--- src/rtl/soc_pkg.sv ---
// -----------------------------------------------------------------------------
// soc_pkg
// Shared definitions for the data-RAM port arbiter.
//   arb_state_t      : port ownership state (IDLE, OWN0, OWN1)
//   REQ_CORE/REQ_DMA : requester index constants (core = 0, JPEG DMA = 1)
//   MAXBURST_DEFAULT : default transfers per grant
//   own_state()      : maps a requester index to its ownership state
// -----------------------------------------------------------------------------
package soc_pkg;

  typedef enum logic [1:0] {
    IDLE = 2'd0,
    OWN0 = 2'd1,
    OWN1 = 2'd2
  } arb_state_t;

  localparam int REQ_CORE = 0;
  localparam int REQ_DMA  = 1;

  localparam int MAXBURST_DEFAULT = 8;

  function automatic arb_state_t own_state(input logic idx);
    return idx ? OWN1 : OWN0;
  endfunction

endpackage

--- src/rtl/ram_arbiter_if.sv ---
// -----------------------------------------------------------------------------
// ram_arbiter_if
// Bundles the two requester channels and the RAM port of the arbiter.
//   Requester side : req0/1, write0/1, last0/1, addr0/1, wdata0/1 (to arbiter)
//                    gnt0/1, rvalid0/1, rdata                     (from arbiter)
//   RAM side       : ramwrite, ramaddress, ramwritedata            (from arbiter)
//                    ramreaddata                                   (to arbiter)
// Modports:
//   master : requesters + RAM model (drives requests and read data)
//   slave  : the arbiter
// -----------------------------------------------------------------------------
interface ram_arbiter_if #(
  parameter int WIDTH = 32
);

  logic             req0;
  logic             req1;
  logic             write0;
  logic             write1;
  logic             last0;
  logic             last1;
  logic [WIDTH-1:0] addr0;
  logic [WIDTH-1:0] addr1;
  logic [WIDTH-1:0] wdata0;
  logic [WIDTH-1:0] wdata1;

  logic             gnt0;
  logic             gnt1;
  logic             rvalid0;
  logic             rvalid1;
  logic [WIDTH-1:0] rdata;

  logic             ramwrite;
  logic [WIDTH-1:0] ramaddress;
  logic [WIDTH-1:0] ramwritedata;
  logic [WIDTH-1:0] ramreaddata;

  modport master (
    output req0, req1, write0, write1, last0, last1,
    output addr0, addr1, wdata0, wdata1,
    input  gnt0, gnt1, rvalid0, rvalid1, rdata,
    input  ramwrite, ramaddress, ramwritedata,
    output ramreaddata
  );

  modport slave (
    input  req0, req1, write0, write1, last0, last1,
    input  addr0, addr1, wdata0, wdata1,
    output gnt0, gnt1, rvalid0, rvalid1, rdata,
    output ramwrite, ramaddress, ramwritedata,
    input  ramreaddata
  );

endinterface

--- src/rtl/ram_arbiter_arb_pick.sv ---
// -----------------------------------------------------------------------------
// arb_pick
// Combinational two-way chooser shared by the IDLE and release transitions.
//   i_req0, i_req1 : requests competing for the port
//   i_favour       : index that wins when both request
//   i_excl         : when set, the favoured index gives up its tie preference
//                    (it is still chosen if it is the only requester)
//   o_idx          : chosen requester index
//   o_valid        : at least one requester is asking
// -----------------------------------------------------------------------------
module arb_pick
  import soc_pkg::*;
(
  input  logic i_req0,
  input  logic i_req1,
  input  logic i_favour,
  input  logic i_excl,
  output logic o_idx,
  output logic o_valid
);

  logic w_pref;

  assign w_pref  = i_favour ^ i_excl;
  assign o_valid = i_req0 | i_req1;

  always_comb begin
    o_idx = 1'(REQ_CORE);
    if (i_req0 && i_req1) begin
      o_idx = w_pref;
    end else if (i_req1) begin
      o_idx = 1'(REQ_DMA);
    end
  end

endmodule

--- src/rtl/ram_arbiter.sv ---
// -----------------------------------------------------------------------------
// ram_arbiter
// Shares the single data-RAM port between the RISC-V core (requester 0) and the
// JPEG DMA engine (requester 1). Grants are given in bursts of at most MAXBURST
// transfers; ties are broken round-robin. A transfer happens in any cycle where
// the owning requester holds req high. Loads return data one cycle later with a
// single-cycle rvalid strobe on the owning requester's channel.
//
// Ports:
//   clock  : system clock, rising edge
//   nreset : asynchronous active-low reset
//   bus    : ram_arbiter_if.slave (requester channels + RAM port)
//
// Parameters:
//   WIDTH    : data/address width (must match the interface instance)
//   MAXBURST : transfers per grant, 2..256
//
// Build option:
//   RAM_ARB_FIXED_PRIO_EN : when defined, requester 0 has fixed priority and
//   the round-robin pointer is removed. Requester 0 keeps the port across
//   burst-limit releases until it signals last0 or drops req0.
// -----------------------------------------------------------------------------
module ram_arbiter
  import soc_pkg::*;
#(
  parameter int WIDTH    = 32,
  parameter int MAXBURST = MAXBURST_DEFAULT
) (
  input  logic          clock,
  input  logic          nreset,
  ram_arbiter_if.slave  bus
);

  localparam int                BCNT_W    = $clog2(MAXBURST);
  localparam logic [BCNT_W-1:0] BCNT_LAST = BCNT_W'(MAXBURST - 1);

  // ---------------------------------------------------------------------------
  // State
  // ---------------------------------------------------------------------------
  arb_state_t       r_state;
  logic [BCNT_W-1:0] r_bcnt;
  logic             r_rvalid0;
  logic             r_rvalid1;
  logic [WIDTH-1:0] r_addr_hold;
  logic [WIDTH-1:0] r_wdata_hold;
`ifndef RAM_ARB_FIXED_PRIO_EN
  logic             r_rr;
`endif

  // ---------------------------------------------------------------------------
  // Current owner's request channel
  // ---------------------------------------------------------------------------
  logic             w_own;
  logic             w_sel;
  logic             w_req_cur;
  logic             w_write_cur;
  logic             w_last_cur;
  logic [WIDTH-1:0] w_addr_cur;
  logic [WIDTH-1:0] w_wdata_cur;
  logic             w_xfer;
  logic             w_release;

  assign w_own = (r_state == OWN0) || (r_state == OWN1);
  assign w_sel = (r_state == OWN1);

  assign w_req_cur   = w_sel ? bus.req1   : bus.req0;
  assign w_write_cur = w_sel ? bus.write1 : bus.write0;
  assign w_last_cur  = w_sel ? bus.last1  : bus.last0;
  assign w_addr_cur  = w_sel ? bus.addr1  : bus.addr0;
  assign w_wdata_cur = w_sel ? bus.wdata1 : bus.wdata0;

  assign w_xfer = w_own && w_req_cur;

  // A dropped request releases without a transfer; last and the burst limit
  // only matter when a transfer happens, and that is implied once req is high.
  assign w_release = w_own &&
                     (!w_req_cur || w_last_cur || (r_bcnt == BCNT_LAST));

  // ---------------------------------------------------------------------------
  // Arbitration choice
  // ---------------------------------------------------------------------------
  logic w_favour;
  logic w_excl;
  logic w_pick_idx;
  logic w_pick_valid;

`ifdef RAM_ARB_FIXED_PRIO_EN
  // Core always wins ties, except right after it closed its own burst with
  // last0: then a waiting DMA gets its turn.
  assign w_favour = 1'(REQ_CORE);
  assign w_excl   = (r_state == OWN0) && w_xfer && w_last_cur;
`else
  // In IDLE the pointer decides. On release the pointer is about to move to
  // the other requester, so that requester is favoured in the same cycle.
  assign w_favour = w_own ? ~w_sel : r_rr;
  assign w_excl   = 1'b0;
`endif

  arb_pick u_pick (
    .i_req0   (bus.req0),
    .i_req1   (bus.req1),
    .i_favour (w_favour),
    .i_excl   (w_excl),
    .o_idx    (w_pick_idx),
    .o_valid  (w_pick_valid)
  );

  arb_state_t w_state_next;

  always_comb begin
    w_state_next = r_state;
    if (!w_own || w_release) begin
      w_state_next = w_pick_valid ? own_state(w_pick_idx) : IDLE;
    end
  end

  // ---------------------------------------------------------------------------
  // FSM and registered side state
  // ---------------------------------------------------------------------------
  always_ff @(posedge clock or negedge nreset) begin
    if (!nreset) begin
      r_state      <= IDLE;
      r_bcnt       <= '0;
      r_rvalid0    <= 1'b0;
      r_rvalid1    <= 1'b0;
      r_addr_hold  <= '0;
      r_wdata_hold <= '0;
`ifndef RAM_ARB_FIXED_PRIO_EN
      r_rr         <= 1'b0;
`endif
    end else begin
      r_state <= w_state_next;

      // Every release starts a fresh burst, even when re-granting the same
      // requester, so the counter never reaches MAXBURST.
      if (w_release) begin
        r_bcnt <= '0;
      end else if (w_xfer) begin
        r_bcnt <= r_bcnt + BCNT_W'(1);
      end

`ifndef RAM_ARB_FIXED_PRIO_EN
      if (w_release) begin
        r_rr <= ~w_sel;
      end
`endif

      if (w_xfer) begin
        r_addr_hold  <= w_addr_cur;
        r_wdata_hold <= w_wdata_cur;
      end

      r_rvalid0 <= w_xfer && !w_write_cur && !w_sel;
      r_rvalid1 <= w_xfer && !w_write_cur &&  w_sel;
    end
  end

  // ---------------------------------------------------------------------------
  // Outputs
  // ---------------------------------------------------------------------------
  assign bus.gnt0 = (r_state == OWN0);
  assign bus.gnt1 = (r_state == OWN1);

  // The address/data path must be valid in the transfer cycle itself because
  // the RAM samples it on the closing edge; between transfers it holds.
  assign bus.ramwrite     = w_xfer && w_write_cur;
  assign bus.ramaddress   = w_xfer ? w_addr_cur  : r_addr_hold;
  assign bus.ramwritedata = w_xfer ? w_wdata_cur : r_wdata_hold;

  assign bus.rvalid0 = r_rvalid0;
  assign bus.rvalid1 = r_rvalid1;
  assign bus.rdata   = bus.ramreaddata;

endmodule

--- src/flat_wrapper.sv ---
// flat-port wrapper written by rule: the top's interface ports become plain ports
module ram_arbiter_flat import soc_pkg::*;
#(
  parameter int WIDTH    = 32,
  parameter int MAXBURST = MAXBURST_DEFAULT
)
  (clock, nreset, bus_req0, bus_req1, bus_write0, bus_write1, bus_last0, bus_last1, bus_addr0, bus_addr1, bus_wdata0, bus_wdata1, bus_gnt0, bus_gnt1, bus_rvalid0, bus_rvalid1, bus_rdata, bus_ramwrite, bus_ramaddress, bus_ramwritedata, bus_ramreaddata);
  ram_arbiter_if #(.WIDTH(WIDTH)) bus_i ();
  input  logic clock;
  input  logic nreset;
  input wire logic [$bits(bus_i.req0)-1:0] bus_req0;
  input wire logic [$bits(bus_i.req1)-1:0] bus_req1;
  input wire logic [$bits(bus_i.write0)-1:0] bus_write0;
  input wire logic [$bits(bus_i.write1)-1:0] bus_write1;
  input wire logic [$bits(bus_i.last0)-1:0] bus_last0;
  input wire logic [$bits(bus_i.last1)-1:0] bus_last1;
  input wire logic [$bits(bus_i.addr0)-1:0] bus_addr0;
  input wire logic [$bits(bus_i.addr1)-1:0] bus_addr1;
  input wire logic [$bits(bus_i.wdata0)-1:0] bus_wdata0;
  input wire logic [$bits(bus_i.wdata1)-1:0] bus_wdata1;
  output wire logic [$bits(bus_i.gnt0)-1:0] bus_gnt0;
  output wire logic [$bits(bus_i.gnt1)-1:0] bus_gnt1;
  output wire logic [$bits(bus_i.rvalid0)-1:0] bus_rvalid0;
  output wire logic [$bits(bus_i.rvalid1)-1:0] bus_rvalid1;
  output wire logic [$bits(bus_i.rdata)-1:0] bus_rdata;
  output wire logic [$bits(bus_i.ramwrite)-1:0] bus_ramwrite;
  output wire logic [$bits(bus_i.ramaddress)-1:0] bus_ramaddress;
  output wire logic [$bits(bus_i.ramwritedata)-1:0] bus_ramwritedata;
  input wire logic [$bits(bus_i.ramreaddata)-1:0] bus_ramreaddata;
  assign bus_i.req0 = bus_req0;
  assign bus_i.req1 = bus_req1;
  assign bus_i.write0 = bus_write0;
  assign bus_i.write1 = bus_write1;
  assign bus_i.last0 = bus_last0;
  assign bus_i.last1 = bus_last1;
  assign bus_i.addr0 = bus_addr0;
  assign bus_i.addr1 = bus_addr1;
  assign bus_i.wdata0 = bus_wdata0;
  assign bus_i.wdata1 = bus_wdata1;
  assign bus_gnt0 = bus_i.gnt0;
  assign bus_gnt1 = bus_i.gnt1;
  assign bus_rvalid0 = bus_i.rvalid0;
  assign bus_rvalid1 = bus_i.rvalid1;
  assign bus_rdata = bus_i.rdata;
  assign bus_ramwrite = bus_i.ramwrite;
  assign bus_ramaddress = bus_i.ramaddress;
  assign bus_ramwritedata = bus_i.ramwritedata;
  assign bus_i.ramreaddata = bus_ramreaddata;
  ram_arbiter #(.WIDTH(WIDTH), .MAXBURST(MAXBURST)) u_core (.clock(clock), .nreset(nreset), .bus(bus_i));
endmodule
--- config.mk ---
export PLATFORM = sky130hd
export DESIGN_NAME = ram_arbiter_flat
export DESIGN_NICKNAME = d
export VERILOG_FILES = /design/src/rtl/soc_pkg.sv /design/src/rtl/ram_arbiter_if.sv /design/src/rtl/ram_arbiter_arb_pick.sv /design/src/rtl/ram_arbiter.sv /design/src/flat_wrapper.sv
export SDC_FILE = /design/constraint.sdc
export NUM_CORES = 1
export LEC_CHECK = 0
export CAP_MARGIN = 10
export CORE_AREA = 4 4 111 113
export DETAILED_ROUTE_END_ITERATION = 12
export DIE_AREA = 0 0 115 117
export GPL_TIMING_DRIVEN = 0
export PLACE_DENSITY_LB_ADDON = 0.15
export SKIP_LAST_GASP = 1
export SLEW_MARGIN = 20
export SYNTH_ARGS = -nofsm -noshare
export SYNTH_HDL_FRONTEND = slang
export SYNTH_HIERARCHICAL = 1
export SYNTH_SLANG_ARGS = --single-unit
--- constraint.sdc ---
create_clock -name clock -period 3.2 [get_ports clock]
set_input_delay 0.32 -clock clock [delete_from_list [all_inputs] [get_ports clock]]
set_output_delay 0.32 -clock clock [all_outputs]
set_load 0.01 [all_outputs]
* Yosys cells after proc, flatten, opt, wreduce, memory -nomap -nowiden
Index checks and enable logic that the tools add are counted.
Operators by class: reduce and logical (&&, ||, !) cells 16, add/sub/neg operators 1, bitwise logic cells 2, muxes and demuxes 14, eq/ne operators 3
Operator list (count):
- 2-to-1 mux 32 bit | 4
- logical AND 1 bit | 7
- 2-to-1 mux 1 bit | 6
- 2-to-1 mux 3 bit | 2
- zero test 1 bit | 4
- logical OR 1 bit | 4
- 2-to-1 mux 2 bit | 2
- adder 3 x 1 -> 3 bit (second input constant) | 1
- == test 3 bit (second input constant) | 1
- == test 2 x 1 -> 1 bit (second input constant) | 1
- == test 2 bit (second input constant) | 1
- nonzero test 2 bit | 1
- NOT 1 bit | 1
- OR 1 bit | 1
Storage, ports and cells: input port bits 168, output and inout bits 101, flip-flop bits (word level) 72

* Logic depth before layout (Yosys ltp)
depth in word-level cells 7, depth in mapped cells 9, gate-level depth less buffers 8

* Cells and area by module
The synthesis kept the hierarchy.
Modules (own cells, without submodules):
- ram_arbiter | times used 1, area an instance 3892.5 um^2, cells each 286, seq. area each 1801.7 um^2
- arb_pick | times used 1, area an instance 22.5 um^2, cells each 3, seq. area each 0.0 um^2

* Least setup slack after synthesis
OpenSTA, ideal clock, no wires.
path kind register to output, start reg u_core.r_state[0], end out bus_ramaddress[0], stages on the path, launching flop included 7, data required time 2.880 ns, arrival 1.791 ns, path slack 1.089 ns, buffers on the path 2, path through dfrtp_1 > inv_1 > ha_1 > buf_6 > clkbuf_1 > mux2_2 > mux2_2
On the way: word-level cells in the longest chain between the ends 4
Ends and longest elaborated chain:
- start, declared | RTL line ram_arbiter.sv:40 | arb_state_t r_state;
- start signal, assigned | RTL line ram_arbiter.sv:132 | r_state <= w_state_next;
- == test 2 bit *
- named net bus_gnt1 | RTL line flat_wrapper.sv:22 | output wire logic [$bits(bus_i.gnt1)-1:0] bus_gnt1;
- 2-to-1 mux 1 bit / logical OR 1 bit (equally long branches) | RTL line ram_arbiter.sv:66, ram_arbiter.sv:63
- logical AND 1 bit | RTL line ram_arbiter.sv:72 | assign w_xfer = w_own && w_req_cur;
- 2-to-1 mux 32 bit * | RTL line ram_arbiter.sv:167 | assign bus.ramaddress = w_xfer ? w_addr_cur : r_addr_hold;
- end, declared | RTL line flat_wrapper.sv:27 | output wire logic [$bits(bus_i.ramaddress)-1:0] bus_ramaddress;
The timed path passes the listed nets; every way through them passes the cells marked *.

* Worst setup path after layout
start reg u_core.r_state[0], end out bus_ramwritedata[4]
On the way: word-level cells in the longest chain between the ends 4
Ends and longest elaborated chain:
- == test 2 bit / == test 2 x 1 -> 1 bit (equally long branches) | RTL line ram_arbiter.sv:63, ram_arbiter.sv:64
- 2-to-1 mux 1 bit / logical OR 1 bit (equally long branches) | RTL line ram_arbiter.sv:66, ram_arbiter.sv:63
- logical AND 1 bit | RTL line ram_arbiter.sv:72
- 2-to-1 mux 32 bit * | RTL line ram_arbiter.sv:168 | assign bus.ramwritedata = w_xfer ? w_wdata_cur : r_wdata_hold;
- end, declared | RTL line flat_wrapper.sv:28 | output wire logic [$bits(bus_i.ramwritedata)-1:0] bus_ramwritedata;
Mark *: on every way between the ends. The rest lies on a longest branch, timed or not.

==> results.toml <==
[run_status]
status = "finished clean"

[route]
final_antenna_net_count = 0
drc = 0
num_vias = 3129
drtIter0Drc = 46
wl_um = 11040
routed_via_density = 4.568
firstDrtPassIters = 3
routedWlPerCell_um = 16.12

[die]
die_h_um = 117
start_util = 0.3458
core_mm2 = 0.01132
fp.dieW_um = 115
die_area_mm2 = 0.01346
rows = 39
io-pin-count = 269

[yosys]
synth_area_leaders = "dfrtp_1, mux2_2, buf_4"
synth_top_area_frac = 0.4602
ys_seq_area_frac = 0.4602
synth_area_mm2 = 0.003915
synth_area_leader_cell = "dfrtp_1"
postSynthCellCount = 289
ys_ff_latch = 72
ys_warn_count = 6
synth.distinct_cells = 26
syn_nets = 462
syn_area_per_cell_um2 = 13.55

[min_path]
hold_path_depth = 1
hold_path.startpoint = "u_core/r_addr_hold[22]"
holdPathEnd = "u_core/r_addr_hold[22]"
hold_path_class = "reg -> reg"

[sta]
finalCriticalPeriod_ns = 3.006
rsz0062_at_grt = "false"
hold_violations = 0
slew_viol_final = 0
finClkSkew_ns = 0.006636
fin_ws_ns = 0.1942
max_freq_mhz = 332.7
finalCritPeriodShare = 0.9393
setup_viol = 0

[grt]
grt_max_degree = 38
grt_pass1_vias = 3295
groute.usage.overall = 0.1560
grt_remaining_overflow = 0
antenna_found_initial = 0
grt_pass1_wl_um = 16420

[cts]
postCtsSetupRepairBufs = 0
cts-root-buf = "clkbuf_16"
clockBufferDepth = 2
clk_latency_ns = 0.32
htree_levels = 3
cts_tree = "done"
path_clk_slew_ns = 0.06
cts_made_buffers = 9
cts_sinks = 72

[critical_path]
worstPathCellList = "inv_1, ha_1, buf_6, nand2b_1, a21oi_2, buf_6, buf_6, mux2_2, clkdlybuf4s50_1"
r2r_start = "u_core/r_state[0]"
critPathLaunch = "u_core/r_state[0]"
worst_setup_path_start_kind = "flop"
rrSetupSlack_ns = 1.22
arrival_ns = 2.69
crit_required_ns = 2.88
crit_top_cell = "buf_6"
crit_type = "reg -> out"
slowest_stage = "clkdlybuf4s50_1"
slowest_delay_ns = 0.50
endpoint_kind = "output pin"
r2r_cells = 8
crit_fanout = 10
reg2reg_to = "u_core/r_wdata_hold[12]"

[power_and_ir_drop]
peakVddDrop_v = 0.0005027
leakage_nw = 2.800
p_per_area_mw_per_mm2 = 893.3

[final_layout]
design_area_mm2 = 0.006837
fillers = 955
final_nets = 711
syn_to_final_growth_pct = 74.62
layout-drive-gt1-share = 0.3653
antenna_cells = 0

[place]
dp_hpwl_um = 8908
post-place-ws_ns = 0.4313
gp_congestion = 0.7465
dpl_cell_area_mm2 = 0.006474
port_buffers = 236

[job]
max_cap_violations = 0
-- layout by cell type, fill, tap and decap left out --
cell,count
buf_4,34
buf_12,1
clkinv_2,1
bufinv_16,3
mux2i_1,3
clkbuf_16,9
buf_6,11
buf_2,1
a21boi_1,1
nor3_1,1
or4b_4,1
nand4bb_1,1
clkbuf_8,1
o21ai_0,4
mux2_2,128
clkdlybuf4s50_1,235
a21oi_2,2
dlygate4sd3_1,1
xnor2_1,1
or2_2,2
clkbuf_2,2
dfrtp_1,72
inv_6,1
nand2b_1,2
inv_1,3
and2_4,1
o22a_1,1
clkbuf_1,1
conb_1,1
nor4b_1,1
nor2b_1,1
a31oi_1,2
nand2_1,8
ha_1,5
-- where the power goes --
| part | leakage, nW | internal (W) | total (W) | switching [W] |
|---|---|---|---|---|
| combinational | 1.78 | 0.00211 | 0.00349 | 0.00138 |
| sequential | 0.853 | 0.00136 | 0.00147 | 0.000111 |
| clock | 0.169 | 0.000779 | 0.00115 | 0.000369 |
| total | 2.80 | 0.00425 | 0.00611 | 0.00186 |
-- worst max-delay path: cells and delay by family, from the launching register on --
| kind | cells | cell delay, ns |
|---|---|---|
| adder cells (fa/ha/maj) | 1 | 0.22 |
| multiplexers | 1 | 0.36 |
| flip-flops | 1 | 0.35 |
| AND/OR/NAND/NOR | 1 | 0.18 |
| AO/OA/AOI/OAI | 1 | 0.18 |
| buffers and inverters | 5 | 1.08 |
-- sequential cells by signal, indices dropped and copies added, names as in the netlist --
name / cells
u_core/r_state: 2
u_core/bus.rvalid1: 1
u_core/r_wdata_hold: 32
u_core/r_rr: 1
u_core/r_bcnt: 3
u_core/bus.rvalid0: 1
u_core/r_addr_hold: 32
-- worst max path at each step --
stage	endpoint	slack [ns]
floorplan	bus_ramaddress[0]	1.09
global placement	u_core/r_wdata_hold[19]	-0.81
detailed placement	bus_ramwritedata[4]	0.43
CTS	bus_ramwritedata[4]	0.08
global route	bus_ramwritedata[6]	0.04
finish	bus_ramwritedata[4]	0.19
-- metrics by stage --
step / hold slack (ns) / cells / TNS (ns) / power [W] / util
final: 0.4929 / 685 / 0 / 0.006107 / 0.6039
after global routing: 0.5056 / 685 / 0 / 0.006509 / 0.6039
after floorplan: 0.02441 / 289 / 0 / 0.003308 / -
after global placement: 0.4768 / 668 / -57.69 / 0.004969 / 0.5703
after detailed placement: 0.3204 / 669 / 0 / 0.005017 / 0.5718
after CTS: 0.4994 / 685 / 0 / 0.006206 / 0.6030
-- metal layers --
| metal | share of wire | GRT usage | wire, µm | vias to the layer above |
|---|---|---|---|---|
| met5 | 0 | 0 | 0 | - |
| met4 | 0.015 | 0.05321 | 170 | 0 |
| met3 | 0.11 | 0.05707 | 1266 | 12 |
| met2 | 0.50 | 0.2785 | 5575 | 161 |
| met1 | 0.36 | 0.1717 | 4030 | 1477 |
| li1 | - | - | - | 1479 |
-- cell usage after synthesis --
cell type / number
a31oi_1: 2
nor4b_1: 1
or4b_4: 1
conb_1: 1
ha_1: 5
buf_6: 10
nor2b_1: 1
o22a_1: 1
buf_4: 34
a21oi_1: 1
inv_1: 3
mux2_2: 128
clkbuf_1: 3
or2_2: 2
buf_2: 1
nor3_1: 1
dfrtp_1: 72
nand2b_1: 2
a21oi_2: 1
nand2_1: 8
and2_4: 1
a21boi_1: 1
o21ai_0: 4
xnor2_1: 1
mux2i_1: 3
nand4bb_1: 1
-- final cells by class --
type,instances,area (µm²),share of cell area
Clock buffer,10,239.0,0.03496
Clock inverter,5,103.9,0.01519
Buffer,48,390.4,0.05710
Timing Repair Buffer,238,2390,0.3496
Tap cell,143,178.9,0.02617
Multi-Input combinational cell,166,1722,0.2518
Inverter,3,11.26,0.001647
Sequential cell,72,1802,0.2635
-- kinds of logic (layout without fill, tap and decap cells) --
| logic type | after synthesis | after routing | synth area share |
|---|---|---|---|
| buf+inv | 51 | 304 | 0.1010 |
| other cells | 1 | 1 | 0.0009579 |
| simple gates | 18 | 18 | 0.02780 |
| mux | 131 | 131 | 0.3758 |
| compound gates | 10 | 10 | 0.01598 |
| xor+xnor | 1 | 1 | 0.002238 |
| flops | 72 | 72 | 0.4602 |
| fa+ha+maj | 5 | 5 | 0.01598 |
-- what timing repair did --
| action | 4_1_cts | 5_1_grt |
|---|---|---|
| endpoints found under the setup margin | 0 | 52 |
| endpoints found under the hold margin | 36 | 0 |
| hold buffers | 1 | 0 |
| gates resized for setup | 0 | 6 |
Note: power is estimated with default switching activity, not from simulation.
